`src/rtl/reg_hazard_scoreboard_if.sv`:
```
// Issue / retire / stall bundle between decode, writeback and the hazard scoreboard.
// master: decode and writeback side; slave: the scoreboard itself.
interface reg_hazard_scoreboard_if;
  logic        issue_valid;
  logic [3:0]  issue_rn;
  logic [3:0]  issue_rm;
  logic [3:0]  issue_rs;
  logic        use_rn;
  logic        use_rm;
  logic        use_rs;
  logic [3:0]  issue_rd;
  logic        issue_rd_we;
  logic        issue_rd_src;
  logic        issue_wb;
  logic [3:0]  issue_cond;
  logic        issue_cpsr_we;
  logic        flush;
  logic        wb_valid;
  logic [3:0]  wb_rd;
  logic        wb_rd_we;
  logic [3:0]  wb_rn;
  logic        wb_wb;
  logic        wb_cpsr_we;
  logic        stall;
  logic [15:0] busy;
  logic        flags_busy;
  logic        underflow_err;

  modport master (
    output issue_valid, issue_rn, issue_rm, issue_rs,
    output use_rn, use_rm, use_rs,
    output issue_rd, issue_rd_we, issue_rd_src, issue_wb,
    output issue_cond, issue_cpsr_we, flush,
    output wb_valid, wb_rd, wb_rd_we, wb_rn, wb_wb, wb_cpsr_we,
    input  stall, busy, flags_busy, underflow_err
  );

  modport slave (
    input  issue_valid, issue_rn, issue_rm, issue_rs,
    input  use_rn, use_rm, use_rs,
    input  issue_rd, issue_rd_we, issue_rd_src, issue_wb,
    input  issue_cond, issue_cpsr_we, flush,
    input  wb_valid, wb_rd, wb_rd_we, wb_rn, wb_wb, wb_cpsr_we,
    output stall, busy, flags_busy, underflow_err
  );
endinterface

```
`src/rtl/reg_hazard_scoreboard.sv`:
```
// Register/flag hazard scoreboard: counts in-flight writes per register and
// for CPSR flags, and stalls register fetch on RAW, flag or counter-full hazards.
// Ports: clk, reset (async, active-high), bus (issue/retire in, stall/busy out).
module reg_hazard_scoreboard #(
  parameter int CNT_W = 2
) (
  input logic                  clk,
  input logic                  reset,
  reg_hazard_scoreboard_if.slave bus
);

  localparam logic [CNT_W-1:0] CZERO = '0;
  localparam logic [CNT_W-1:0] CONE  = CNT_W'(1);
  localparam logic [CNT_W-1:0] CMAX  = '1;
  localparam logic [3:0]       COND_AL = 4'b1110;
  localparam logic [3:0]       PC_REG  = 4'd15;

  logic [CNT_W-1:0] cnt_q [16];
  logic [CNT_W-1:0] cnt_d [16];
  logic [CNT_W-1:0] flg_q, flg_d;
  logic             err_q, err_d;

  logic [15:0] ret_dec;
  logic [15:0] wr_inc;
  logic [15:0] at_max;
  logic [15:0] eff_nz;
  logic        flg_ret;
  logic        flg_nz;
  logic        src_hz;
  logic        flg_hz;
  logic        str_hz;
  logic        stall;
  logic        accept;

  // Per-register retire/issue decode; a retire of the same register in the
  // cycle relieves the hazard because the register file is write-through.
  always_comb begin
    ret_dec = '0;
    wr_inc  = '0;
    at_max  = '0;
    eff_nz  = '0;
    for (int i = 0; i < 16; i++) begin
      ret_dec[i] = bus.wb_valid & ~bus.flush &
                   ((bus.wb_rd_we & (bus.wb_rd == 4'(i))) |
                    (bus.wb_wb & (bus.wb_rn == 4'(i))));
      wr_inc[i]  = (bus.issue_rd_we & (bus.issue_rd == 4'(i))) |
                   (bus.issue_wb & (bus.issue_rn == 4'(i)));
      at_max[i]  = (cnt_q[i] == CMAX);
      eff_nz[i]  = (cnt_q[i] != CZERO) &
                   ~((cnt_q[i] == CONE) & ret_dec[i]);
    end
  end

  assign flg_ret = bus.wb_valid & ~bus.flush & bus.wb_cpsr_we;
  assign flg_nz  = (flg_q != CZERO) & ~((flg_q == CONE) & flg_ret);

  // r15 reads come from fetch and never hazard.
  assign src_hz =
    (bus.use_rn & (bus.issue_rn != PC_REG) & eff_nz[bus.issue_rn]) |
    (bus.use_rm & (bus.issue_rm != PC_REG) & eff_nz[bus.issue_rm]) |
    (bus.use_rs & (bus.issue_rs != PC_REG) & eff_nz[bus.issue_rs]) |
    (bus.issue_rd_src & (bus.issue_rd != PC_REG) & eff_nz[bus.issue_rd]);

  assign flg_hz = (bus.issue_cond != COND_AL) & flg_nz;

  assign str_hz = (|(wr_inc & at_max & ~ret_dec)) |
                  (bus.issue_cpsr_we & (flg_q == CMAX) & ~flg_ret);

  assign stall  = ~reset & bus.issue_valid & ~bus.flush &
                  (src_hz | flg_hz | str_hz);
  assign accept = bus.issue_valid & ~stall & ~bus.flush;

  always_comb begin
    cnt_d = cnt_q;
    flg_d = flg_q;
    err_d = err_q;
    if (bus.flush) begin
      for (int i = 0; i < 16; i++) cnt_d[i] = CZERO;
      flg_d = CZERO;
    end else begin
      for (int i = 0; i < 16; i++) begin
        if (accept & wr_inc[i] & ~ret_dec[i]) begin
          cnt_d[i] = cnt_q[i] + CONE;
        end else if (~(accept & wr_inc[i]) & ret_dec[i]) begin
          if (cnt_q[i] == CZERO) err_d = 1'b1;
          else cnt_d[i] = cnt_q[i] - CONE;
        end
      end
      if (accept & bus.issue_cpsr_we & ~flg_ret) begin
        flg_d = flg_q + CONE;
      end else if (~(accept & bus.issue_cpsr_we) & flg_ret) begin
        if (flg_q == CZERO) err_d = 1'b1;
        else flg_d = flg_q - CONE;
      end
    end
  end

  always_ff @(posedge clk or posedge reset) begin
    if (reset) begin
      for (int i = 0; i < 16; i++) cnt_q[i] <= CZERO;
      flg_q <= CZERO;
      err_q <= 1'b0;
    end else begin
      cnt_q <= cnt_d;
      flg_q <= flg_d;
      err_q <= err_d;
    end
  end

  always_comb begin
    bus.busy = '0;
    for (int i = 0; i < 16; i++) bus.busy[i] = (cnt_q[i] != CZERO);
  end

  assign bus.stall         = stall;
  assign bus.flags_busy    = (flg_q != CZERO);
  assign bus.underflow_err = err_q;

endmodule

```
`src/flat_wrapper.sv`:
```
// flat-port wrapper written by rule: the top's interface ports become plain ports
module reg_hazard_scoreboard_flat 
#(
  parameter int CNT_W = 2
)
  (clk, reset, bus_issue_valid, bus_issue_rn, bus_issue_rm, bus_issue_rs, bus_use_rn, bus_use_rm, bus_use_rs, bus_issue_rd, bus_issue_rd_we, bus_issue_rd_src, bus_issue_wb, bus_issue_cond, bus_issue_cpsr_we, bus_flush, bus_wb_valid, bus_wb_rd, bus_wb_rd_we, bus_wb_rn, bus_wb_wb, bus_wb_cpsr_we, bus_stall, bus_busy, bus_flags_busy, bus_underflow_err);
  reg_hazard_scoreboard_if bus_i ();
  input logic clk;
  input logic reset;
  input wire logic [$bits(bus_i.issue_valid)-1:0] bus_issue_valid;
  input wire logic [$bits(bus_i.issue_rn)-1:0] bus_issue_rn;
  input wire logic [$bits(bus_i.issue_rm)-1:0] bus_issue_rm;
  input wire logic [$bits(bus_i.issue_rs)-1:0] bus_issue_rs;
  input wire logic [$bits(bus_i.use_rn)-1:0] bus_use_rn;
  input wire logic [$bits(bus_i.use_rm)-1:0] bus_use_rm;
  input wire logic [$bits(bus_i.use_rs)-1:0] bus_use_rs;
  input wire logic [$bits(bus_i.issue_rd)-1:0] bus_issue_rd;
  input wire logic [$bits(bus_i.issue_rd_we)-1:0] bus_issue_rd_we;
  input wire logic [$bits(bus_i.issue_rd_src)-1:0] bus_issue_rd_src;
  input wire logic [$bits(bus_i.issue_wb)-1:0] bus_issue_wb;
  input wire logic [$bits(bus_i.issue_cond)-1:0] bus_issue_cond;
  input wire logic [$bits(bus_i.issue_cpsr_we)-1:0] bus_issue_cpsr_we;
  input wire logic [$bits(bus_i.flush)-1:0] bus_flush;
  input wire logic [$bits(bus_i.wb_valid)-1:0] bus_wb_valid;
  input wire logic [$bits(bus_i.wb_rd)-1:0] bus_wb_rd;
  input wire logic [$bits(bus_i.wb_rd_we)-1:0] bus_wb_rd_we;
  input wire logic [$bits(bus_i.wb_rn)-1:0] bus_wb_rn;
  input wire logic [$bits(bus_i.wb_wb)-1:0] bus_wb_wb;
  input wire logic [$bits(bus_i.wb_cpsr_we)-1:0] bus_wb_cpsr_we;
  output wire logic [$bits(bus_i.stall)-1:0] bus_stall;
  output wire logic [$bits(bus_i.busy)-1:0] bus_busy;
  output wire logic [$bits(bus_i.flags_busy)-1:0] bus_flags_busy;
  output wire logic [$bits(bus_i.underflow_err)-1:0] bus_underflow_err;
  assign bus_i.issue_valid = bus_issue_valid;
  assign bus_i.issue_rn = bus_issue_rn;
  assign bus_i.issue_rm = bus_issue_rm;
  assign bus_i.issue_rs = bus_issue_rs;
  assign bus_i.use_rn = bus_use_rn;
  assign bus_i.use_rm = bus_use_rm;
  assign bus_i.use_rs = bus_use_rs;
  assign bus_i.issue_rd = bus_issue_rd;
  assign bus_i.issue_rd_we = bus_issue_rd_we;
  assign bus_i.issue_rd_src = bus_issue_rd_src;
  assign bus_i.issue_wb = bus_issue_wb;
  assign bus_i.issue_cond = bus_issue_cond;
  assign bus_i.issue_cpsr_we = bus_issue_cpsr_we;
  assign bus_i.flush = bus_flush;
  assign bus_i.wb_valid = bus_wb_valid;
  assign bus_i.wb_rd = bus_wb_rd;
  assign bus_i.wb_rd_we = bus_wb_rd_we;
  assign bus_i.wb_rn = bus_wb_rn;
  assign bus_i.wb_wb = bus_wb_wb;
  assign bus_i.wb_cpsr_we = bus_wb_cpsr_we;
  assign bus_stall = bus_i.stall;
  assign bus_busy = bus_i.busy;
  assign bus_flags_busy = bus_i.flags_busy;
  assign bus_underflow_err = bus_i.underflow_err;
  reg_hazard_scoreboard #(.CNT_W(CNT_W)) u_core (.clk(clk), .reset(reset), .bus(bus_i));
endmodule
```
`config.mk`:
```
export PLATFORM = sky130hd
export DESIGN_NAME = reg_hazard_scoreboard_flat
export DESIGN_NICKNAME = d
export VERILOG_FILES = /design/src/rtl/reg_hazard_scoreboard_if.sv /design/src/rtl/reg_hazard_scoreboard.sv /design/src/flat_wrapper.sv
export SDC_FILE = /design/constraint.sdc
export NUM_CORES = 1
export LEC_CHECK = 0
export ABC_AREA = 1
export BUFFER_PORTS_ARGS = -buffer_cell sky130_fd_sc_hd__buf_4
export CAP_MARGIN = 25
export CORE_MARGIN = 8
export CORE_UTILIZATION = 59
export DETAILED_ROUTE_END_ITERATION = 8
export GPL_ROUTABILITY_DRIVEN = 0
export PLACE_DENSITY = 0.82
export SETUP_SLACK_MARGIN = 0.02
export SLEW_MARGIN = 40
export SYNTH_ARGS = -nofsm -noshare
export SYNTH_HDL_FRONTEND = slang
export SYNTH_SLANG_ARGS = --single-unit
```
`constraint.sdc`:
```
create_clock -name clk -period 2.6 [get_ports clk]
set_input_delay 0.52 -clock clk [delete_from_list [all_inputs] [get_ports clk]]
set_output_delay 0.52 -clock clk [all_outputs]
set_load 0.02 [all_outputs]
```
==> flow_summary_export.csv, run 1 <==
group,metric,value,unit
place,hpwl,13800,µm
synth,syn_nets,869,
synth,ys_seq_elements,35,
die,start_util,60.8,%
synth,synth_top_area_share,18.7,%
timing,worst_path_end_type,"register data pin",
die,core.rowCount,32,
outcome,stop_stage,"5_1_grt",
cts,cts_buffers,5,
cts,ctsHoldBuffers,0,
place,io_buffers,61,
place,place_ws,-0.603,ns
die,die_h,105,µm
place,placedCellCount,1039,
outcome,status,"aborted with a tool error",
cts,cts_sinks,35,
cts,root_buffer,"clkbuf_8",
outcome,tool.error,"[ERROR DPL-0038] Utilization greater than 100%, impossible to legalize",
cts,cts.path.max_buffers,2,
synth,synth.area.top_cells,"dfrtp_1 19%, nand3_1 17%, nand2_1 16%",
synth,synth_top_cell_by_area,"dfrtp_1",
synth,yosysUniqueCellTypes,36,
synth,ys_warn_count,0,
cts,htreeDepth,2,
timing,worstEndpointGrtRepair,"u_core.cnt_q[3]$_DFFE_PP0P_/D",
grt,grt_max_degree,54,
die,fp.dieW,105,µm
synth,avgSynthCellArea,6.03,µm²
die,io_pins,62,
synth,syn_inst,775,
synth,synth_area,4670,µm²
synth,seq_area_frac_synth,18.7,%
==> logic make-up after synthesis <==
| kind of cell | Yosys count | share of synthesized area, % |
|---|---|---|
| compound gates | 65 | 7.66 |
| simple gates | 477 | 47.1 |
| fa+ha+maj | 51 | 13.7 |
| flops | 35 | 18.7 |
| xor+xnor | 1 | 0.187 |
| buf+inv | 146 | 12.7 |
==> cell usage after synthesis, drive strengths merged <==
cell	n
xnor2	1
o22ai	16
clkinv	2
buf	12
nand2	210
or2	2
ha	51
and3	1
a31oi	3
dfrtp	35
nand4	27
or3	7
nor2	61
nor3	2
o21ai	37
nand3	164
o211ai	1
inv	130
clkbuf	2
a21boi	1
nand3b	2
nor3b	1
a21oi	7
==> through the flow <==
step	instance area, µm²	utilization [%]
floorplan	4790	-
global placement	6200	80.6
detailed placement	6200	80.6
CTS	7150	93.0
==> timing repair <==
item / CTS
pin swaps: 46
setup endpoints to repair: 36
gates cloned: 3
buffers inserted: 32
gates resized for setup: 142
==> inputs of run 2 (changes only) <==
Settings changed: CORE_UTILIZATION 59 to 40, PLACE_DENSITY 0.82 to not set, PLACE_DENSITY_LB_ADDON set to 0.15, SETUP_SLACK_MARGIN 0.02 to not set.
==> run 2 against run 1 <==
  * The flow now finishes, with violations (negative setup slack)
  * Synthesized cell count unchanged
  * Synthesized area unchanged
==> flow_summary_export.csv, run 2 <==
group,metric,value,unit
power_and_ir_drop,p_switching,1240,µW
synth,synth.area.top_cells,"dfrtp_1 19%, nand3_1 17%, nand2_1 16%",
finish,antenna_cells,0,
critical_path,endpoint_kind,"register",
detailed_routing,met1_length,7910,µm
cts,cts_buffers,5,
power_and_ir_drop,p_comb_share,55.1,%
synth,netlist_top_cells_count,"205 x nand2_1, 156 x nand3_1, 124 x inv_1, 55 x nor2_1, 51 x ha_1",
finish,layout_common_cells,"185 x buf_4, 155 x nand2_1, 117 x inv_1",
synth,post-synth-top-count-cell,"nand2_1",
synth,synthFlopType,"dfrtp_1",
detailed_routing,vias_per_cell,5.44,
die,die_h,124,µm
finish,final_cell_area,7610,µm²
outcome,violations,"negative setup slack",
critical_path,critPathLaunchType,"primary input",
place,io_buffers,61,
synth,seq_area_frac_synth,18.7,%
timing,max_freq,335,MHz
timing,slew_viol_final,0,
finish,largest-register,"u_core.cnt_q",
detailed_routing,drtIter0Drc,514,
synth,syn_nets,869,
synth,synth_top_area_share,18.7,%
synth,ys_seq_elements,35,
cts,cts_tree,"yes",
grt,grt_overflow,0,
critical_path,cp_cell_sequence,"buf_8 -> buf_6 -> nor2_4 -> nand2_1 -> nand2_2 -> nand2_2 -> nand3_2 -> nand4_1 -> nand3b_1 -> nor2_1 -> nand2_1 -> nor2_1 -> nand2_1 -> nand2_4 -> inv_6 -> buf_6 -> nor3_4 -> buf_6 -> clkbuf_16 -> nand3_4 -> nand3_2 -> nand4_1 -> o21ai_1",
grt,grt_max_degree,54,
critical_path,required,2.82,ns
finish,largest_reg_flops,32,
flow_run,maxCapViolCount,0,
synth,async_flop_share,100,%
timing,finClkSkew,0.00493,ns
timing,tns,-9.86,ns
cts,cts.path.max_buffers,2,
power_and_ir_drop,p_sw_share,42.4,%
timing,period_needed,2.99,ns
detailed_routing,top_layer,"met4",
power_and_ir_drop,seq_power_share,23.4,%
grt,grt_pass1_wl,29500,µm
grt,track_usage,24.3,%
timing,hold_viol_final,0,
cts,clk_latency,0.29,ns
critical_path,path_class,"primary input to register",
synth,syn_inst,775,
finish,final_net_count,1084,
cts,cts_sinks,35,
grt,antenna_found_initial,0,
cts,root_buffer,"clkbuf_16",
detailed_routing,num_vias,6163,
timing,setup_ws,-0.388,ns
place,hpwl,14300,µm
die,start_util,40.9,%
cts,clkTransAtPathRegs,0.06,ns
power_and_ir_drop,intPower,1680,µW
outcome,status,"finished with violations",
synth,yosys.area_share.adder,13.7,%
critical_path,crit_arrival,3.20,ns
die,io_pins,62,
finish,area_growth,62.9,%
die,dieArea,15400,µm²
detailed_routing,firstDrtPassIters,5,
power_and_ir_drop,vdd_ir_drop_max,0.000295,V
power_and_ir_drop,clkPwrFrac,21.5,%
critical_path,slowest_stage,"nand3b_1",
critical_path,crit_family,"simple AND/OR/NAND/NOR gates",
synth,avgSynthCellArea,6.03,µm²
detailed_routing,wl_met2,9170,µm
critical_path,path_max_fanout,5,
die,core,11400,µm²
cts,htreeDepth,2,
detailed_routing,wl_met3,1470,µm
die,core.rowCount,39,
power_and_ir_drop,leakage,0.00391,µW
finish,final_common_cell,"buf_4",
detailed_routing,wirelength,19200,µm
synth,synth_top_cell_by_area,"dfrtp_1",
detailed_routing,ant_nets,0,
place,placed_area,6380,µm²
place,place_ws,-0.718,ns
grt,grt_pass1_vias,6076,
cts,ctsHoldBuffers,0,
worst_hold_path,worstHoldPathType,"primary input to asynchronous set/reset pin",
power_and_ir_drop,p_per_area,384,nW/µm²
synth,synth-edff-count,0,
synth,synth.area.mux_share,0,%
synth,synth_compound_area_share,7.66,%
critical_path,max_stage_delay,0.18,ns
synth,yosysUniqueCellTypes,36,
finish,drive_gt1_share,40.8,%
synth,synth_area,4670,µm²
detailed_routing,wl_per_cell,17.0,µm
timing,finalCritPeriodShare,115,%
finish,fin_util,66.7,%
detailed_routing,drc,0,
synth,yosys.area_share.simple,47.1,%
synth,synth_xor_area_share,0.187,%
die,fp.dieW,124,µm
timing,tightest_slew,0.681,ns
synth,synth_top_family_by_area,"simple AND/OR/NAND/NOR gates",
synth,ys_warn_count,0,
timing,setup_violations,36,
timing,slew_headroom,54.6,%
timing,rsz0062_at_grt,"true",
critical_path,path_buf_inv,6,
-- run 2: cell counts after synthesis --
Identical to the previous run, type by type.
-- run 2: worst paths after layout --
kind | from | endpoint | slack (ns) | depth (start not counted)
min reg2reg | u_core.bus.underflow_err$_DFFE_PP0N_ | u_core.bus.underflow_err$_DFFE_PP0N_ | 0.55 | 2
min in group clk | u_core.bus.underflow_err$_DFFE_PP0N_ | u_core.bus.underflow_err$_DFFE_PP0N_ | 0.55 | 2
max in group asynchronous | reset | u_core.flg_q[0]$_DFFE_PP0P_ | 1.67 | 3
min | reset | u_core.cnt_q[20]$_DFFE_PP0P_ | 0.18 | 2
max | bus_wb_rd[0] | u_core.flg_q[1]$_DFFE_PP0P_ | -0.39 | 23
max reg2reg | u_core.cnt_q[5]$_DFFE_PP0P_ | u_core.flg_q[1]$_DFFE_PP0P_ | -0.28 | 23
-- run 2: repair_timing --
action | in CTS | in global routing
cloned | 0 | 2
pin swaps | 45 | 34
gates resized for setup | 119 | 108
buffers inserted | 12 | 10
setup endpoints to repair | 36 | 36
hold endpoints to repair | 0 | 0
-- run 2: final cells by class --
cell class	instances	area (µm²)
Clock buffer	6	139
Clock inverter	1	5.00
Fill cell	990	3800
Inverter	132	520
Multi-Input combinational cell	594	4000
Sequential cell	35	876
Tap cell	143	179
Timing Repair Buffer	222	1890
-- run 2: power groups by stage --
stage          Sequential [µW]  Clock [µW]  Combinational, µW
3_3_place_gp               684           0               1350
2_1_floorplan              675           0                751
6_report                   683         629               1610
3_5_place_dp               691           0               1380
4_1_cts                    681         637               1490
5_1_grt                    691         654               1750
-- run 2: per-stage QoR --
stage | power (µW) | hold WS (ns) | instances
global route | 3100 | 0.216 | 1133
global placement | 2040 | 0.479 | 1102
floorplan | 1430 | 0.507 | 775
detailed placement | 2070 | 0.495 | 1102
CTS | 2810 | 0.190 | 1121
finish | 2920 | 0.179 | 1133
-- run 2: logic make-up after synthesis --
logic type / after synthesis
buf+inv: 146
compound gates: 65
flops: 35
xor+xnor: 1
fa+ha+maj: 51
simple gates: 477
-- run 2: layer usage --
metal | vias to the layer above | global-route usage (%)
met2 | 262 | 40.6
met5 | - | 0
li1 | 2969 | -
met1 | 2883 | 30.3
met4 | 0 | 11.0
met3 | 49 | 3.72
(Power assumes the default switching activity.)
==> inputs of run 3 (changes only) <==
Settings changed: ABC_AREA 1 to not set.
==> run 3 against run 2 <==
  * The run ends with design-rule violations, negative setup slack left
  * First-iteration DRC count grew 140%
  * Register-to-register slack lost 0.69 ns
  * Sequential power shrank 18%
==> flow_summary_export.csv, run 3 <==
group,metric,value,unit
die,start_util,41.1,%
finish,final_common_cell,"buf_4",
finish,final_net_count,1115,
timing,hold_viol_final,0,
grt,antenna_found_initial,0,
finish,antenna_cells,0,
finish,fill_cells,933,
timing,holdWs,0.436,ns
cts,clk_latency,0.31,ns
grt,track_usage,28.9,%
grt,grt_overflow,0,
finish,largest-register,"u_core.cnt_q",
timing,slew_viol_final,0,
outcome,status,"finished with violations",
timing,rsz0062_at_grt,"true",
cts,clkTransAtPathRegs,0.06,ns
grt,grt_max_degree,38,
die,dieArea,16900,µm²
finish,instances_no_fill,1194,
detailed_routing,num_vias,7529,
timing,finClkSkew,0.00709,ns
synth,yosysUniqueCellTypes,74,
detailed_routing,wl_per_cell,22.5,µm
cts,cts_sinks,35,
power_and_ir_drop,p_per_area,236,nW/µm²
finish,drive_gt1_share,49.6,%
place,io_buffers,61,
critical_path,slowest_stage,"a221o_1",
power_and_ir_drop,leakage,0.00413,µW
cts,root_buffer,"clkbuf_16",
critical_path,path_class,"primary input to register",
synth,synth_top_area_share,16.9,%
die,io_pins,62,
outcome,violations,"design-rule violations, negative setup slack",
grt,grt_pass1_wl,37600,µm
die,fp.dieW,130,µm
detailed_routing,drc,5,
timing,finalCritPeriodShare,141,%
synth,syn_inst,671,
grt,busiest_layer,"met2",
detailed_routing,wirelength,26800,µm
detailed_routing,vias_per_cell,6.31,
die,die_h,130,µm
timing,setup_ws,-1.06,ns
critical_path,critPathLaunchType,"primary input",
finish,largest_reg_flops,32,
synth,netlist_top_cells_count,"69 x inv_1, 54 x nor2_1, 51 x ha_1, 47 x a21oi_1, 44 x nand2_1",
critical_path,crit_arrival,3.88,ns
grt,met2_usage,45.9,%
detailed_routing,drtIter0Drc,1212,
timing,slew_headroom,53.6,%
timing,max_freq,273,MHz
grt,grt_pass1_vias,7040,
critical_path,cp_common_cell,"buf_4",
critical_path,required,2.81,ns
synth,async_flop_share,100,%
flow_run,maxCapViolCount,0,
timing,tightest_slew,0.696,ns
synth,synth.area.top_cells,"dfrtp_1 17%, ha_1 12%, mux2i_1 5.0%",
synth,synth_top_cell_by_area,"dfrtp_1",
synth,syn_nets,765,
place,hpwl,19400,µm
die,core.rowCount,41,
finish,fin_util,73.0,%
worst_hold_path,worstHoldPathType,"primary input to asynchronous set/reset pin",
timing,setup_violations,36,
cts,htreeDepth,2,
detailed_routing,firstDrtPassIters,9,
detailed_routing,ant_nets,0,
power_and_ir_drop,vdd_ir_drop_max,0.000198,V
die,core,12600,µm²
synth,synthFlopType,"dfrtp_1",
grt,use_met1,33.8,%
synth,post-synth-top-count-cell,"inv_1",
synth,ys_seq_elements,35,
timing,period_needed,3.66,ns
critical_path,max_stage_delay,0.40,ns
synth,avgSynthCellArea,7.73,µm²
cts,ctsHoldBuffers,0,
synth,ys_warn_count,0,
timing,tns,-31.85,ns
cts,cts.path.max_buffers,2,
finish,area_growth,77.6,%
place,placedCellCount,1137,
grt,use_met3,8.57,%
cts,cts_tree,"yes",
critical_path,path_max_fanout,6,
synth,synth-edff-count,0,
critical_path,endpoint_kind,"register",
synth,synth_area,5190,µm²
critical_path,cp_cell_sequence,"buf_4 -> nand3b_1 -> o22ai_2 -> a21oi_2 -> buf_4 -> o22ai_1 -> a221o_1 -> nor3_2 -> nor3_2 -> buf_4 -> buf_6 -> a21oi_4 -> buf_6 -> o21ai_4 -> o22a_1 -> buf_4 -> a221oi_2",
cts,cts_buffers,5,
synth,seq_area_frac_synth,16.9,%
finish,layout_common_cells,"323 x buf_4, 68 x inv_1, 50 x nor2_1, 50 x ha_1, 44 x nand2_1",
## run 3: layout make-up
type	count	area, µm²	area share [%]
repair buffers	370	3020	32.8
clock buffers	5	125	1.36
well taps	172	215	2.34
clock inverters	3	15.0	0.163
multi-input cells	540	4700	51.1
inverters	69	259	2.81
flip-flops and latches	35	876	9.50
## run 3: timing repair
action | in CTS | in global routing
pin swaps | 30 | 36
gates resized for setup | 59 | 107
gates cloned | 0 | 2
endpoints found under the setup margin | 36 | 36
hold endpoints to repair | 0 | 0
setup buffers | 19 | 29
## run 3: power by group
group	total [µW]	internal, µW	leakage (µW)	switching, µW
Combinational	991	488	0.00357	503
Sequential	563	554	0.000482	9.02
Clock	624	350	0.0000733	274
Total	2180	1390	0.00413	786
## run 3: final timing paths
kind	end	slack [ns]	depth (start not counted)	from
worst max-delay path	u_core.cnt_q[17]$_DFFE_PP0P_	-1.06	17	bus_wb_rn[2]
worst min-delay path	u_core.bus.underflow_err$_DFFE_PP0N_	0.44	3	reset
worst max register to register	u_core.cnt_q[17]$_DFFE_PP0P_	-0.97	17	u_core.cnt_q[18]$_DFFE_PP0P_
worst min register to register	u_core.cnt_q[6]$_DFFE_PP0P_	0.56	1	u_core.cnt_q[6]$_DFFE_PP0P_
max in group asynchronous	u_core.cnt_q[7]$_DFFE_PP0P_	1.76	3	reset
min in group clk	u_core.flg_q[1]$_DFFE_PP0P_	0.54	3	bus_issue_cpsr_we
## run 3: kinds of logic (layout without fill, tap and decap cells)
logic type | Yosys count | in the layout | synth area share, %
fa+ha+maj | 51 | 51 | 12.3
xor+xnor | 4 | 4 | 0.675
mux | 35 | 35 | 7.84
flops | 35 | 35 | 16.9
compound gates | 203 | 203 | 27.7
buf+inv | 96 | 447 | 7.35
simple gates | 247 | 247 | 27.2
## run 3: worst max-delay path: cells and delay by family
| kind | cells | cell delay, ns |
|---|---|---|
| and+or+nand+nor | 3 | 0.59 |
| buffers and inverters | 6 | 0.88 |
| AOI/OAI and AO/OA | 8 | 1.87 |
## run 3: metal layers
metal	wire length, µm	up-vias	share of wire [%]
met5	0	-	0
met4	2150	0	8.0
met3	2960	216	11
met2	12100	564	45
met1	9660	3515	36
li1	-	3234	-
## run 3: per-stage QoR
stage | cell area [µm²] | total power, µW | setup WS [ns]
final | 9220 | 2180 | -1.06
after floorplan | 5360 | 905 | -0.743
after global routing | 9220 | 2250 | -1.15
after detailed placement | 7870 | 1310 | -1.42
after global placement | 7870 | 1290 | -1.32
after CTS | 8450 | 1990 | -0.928
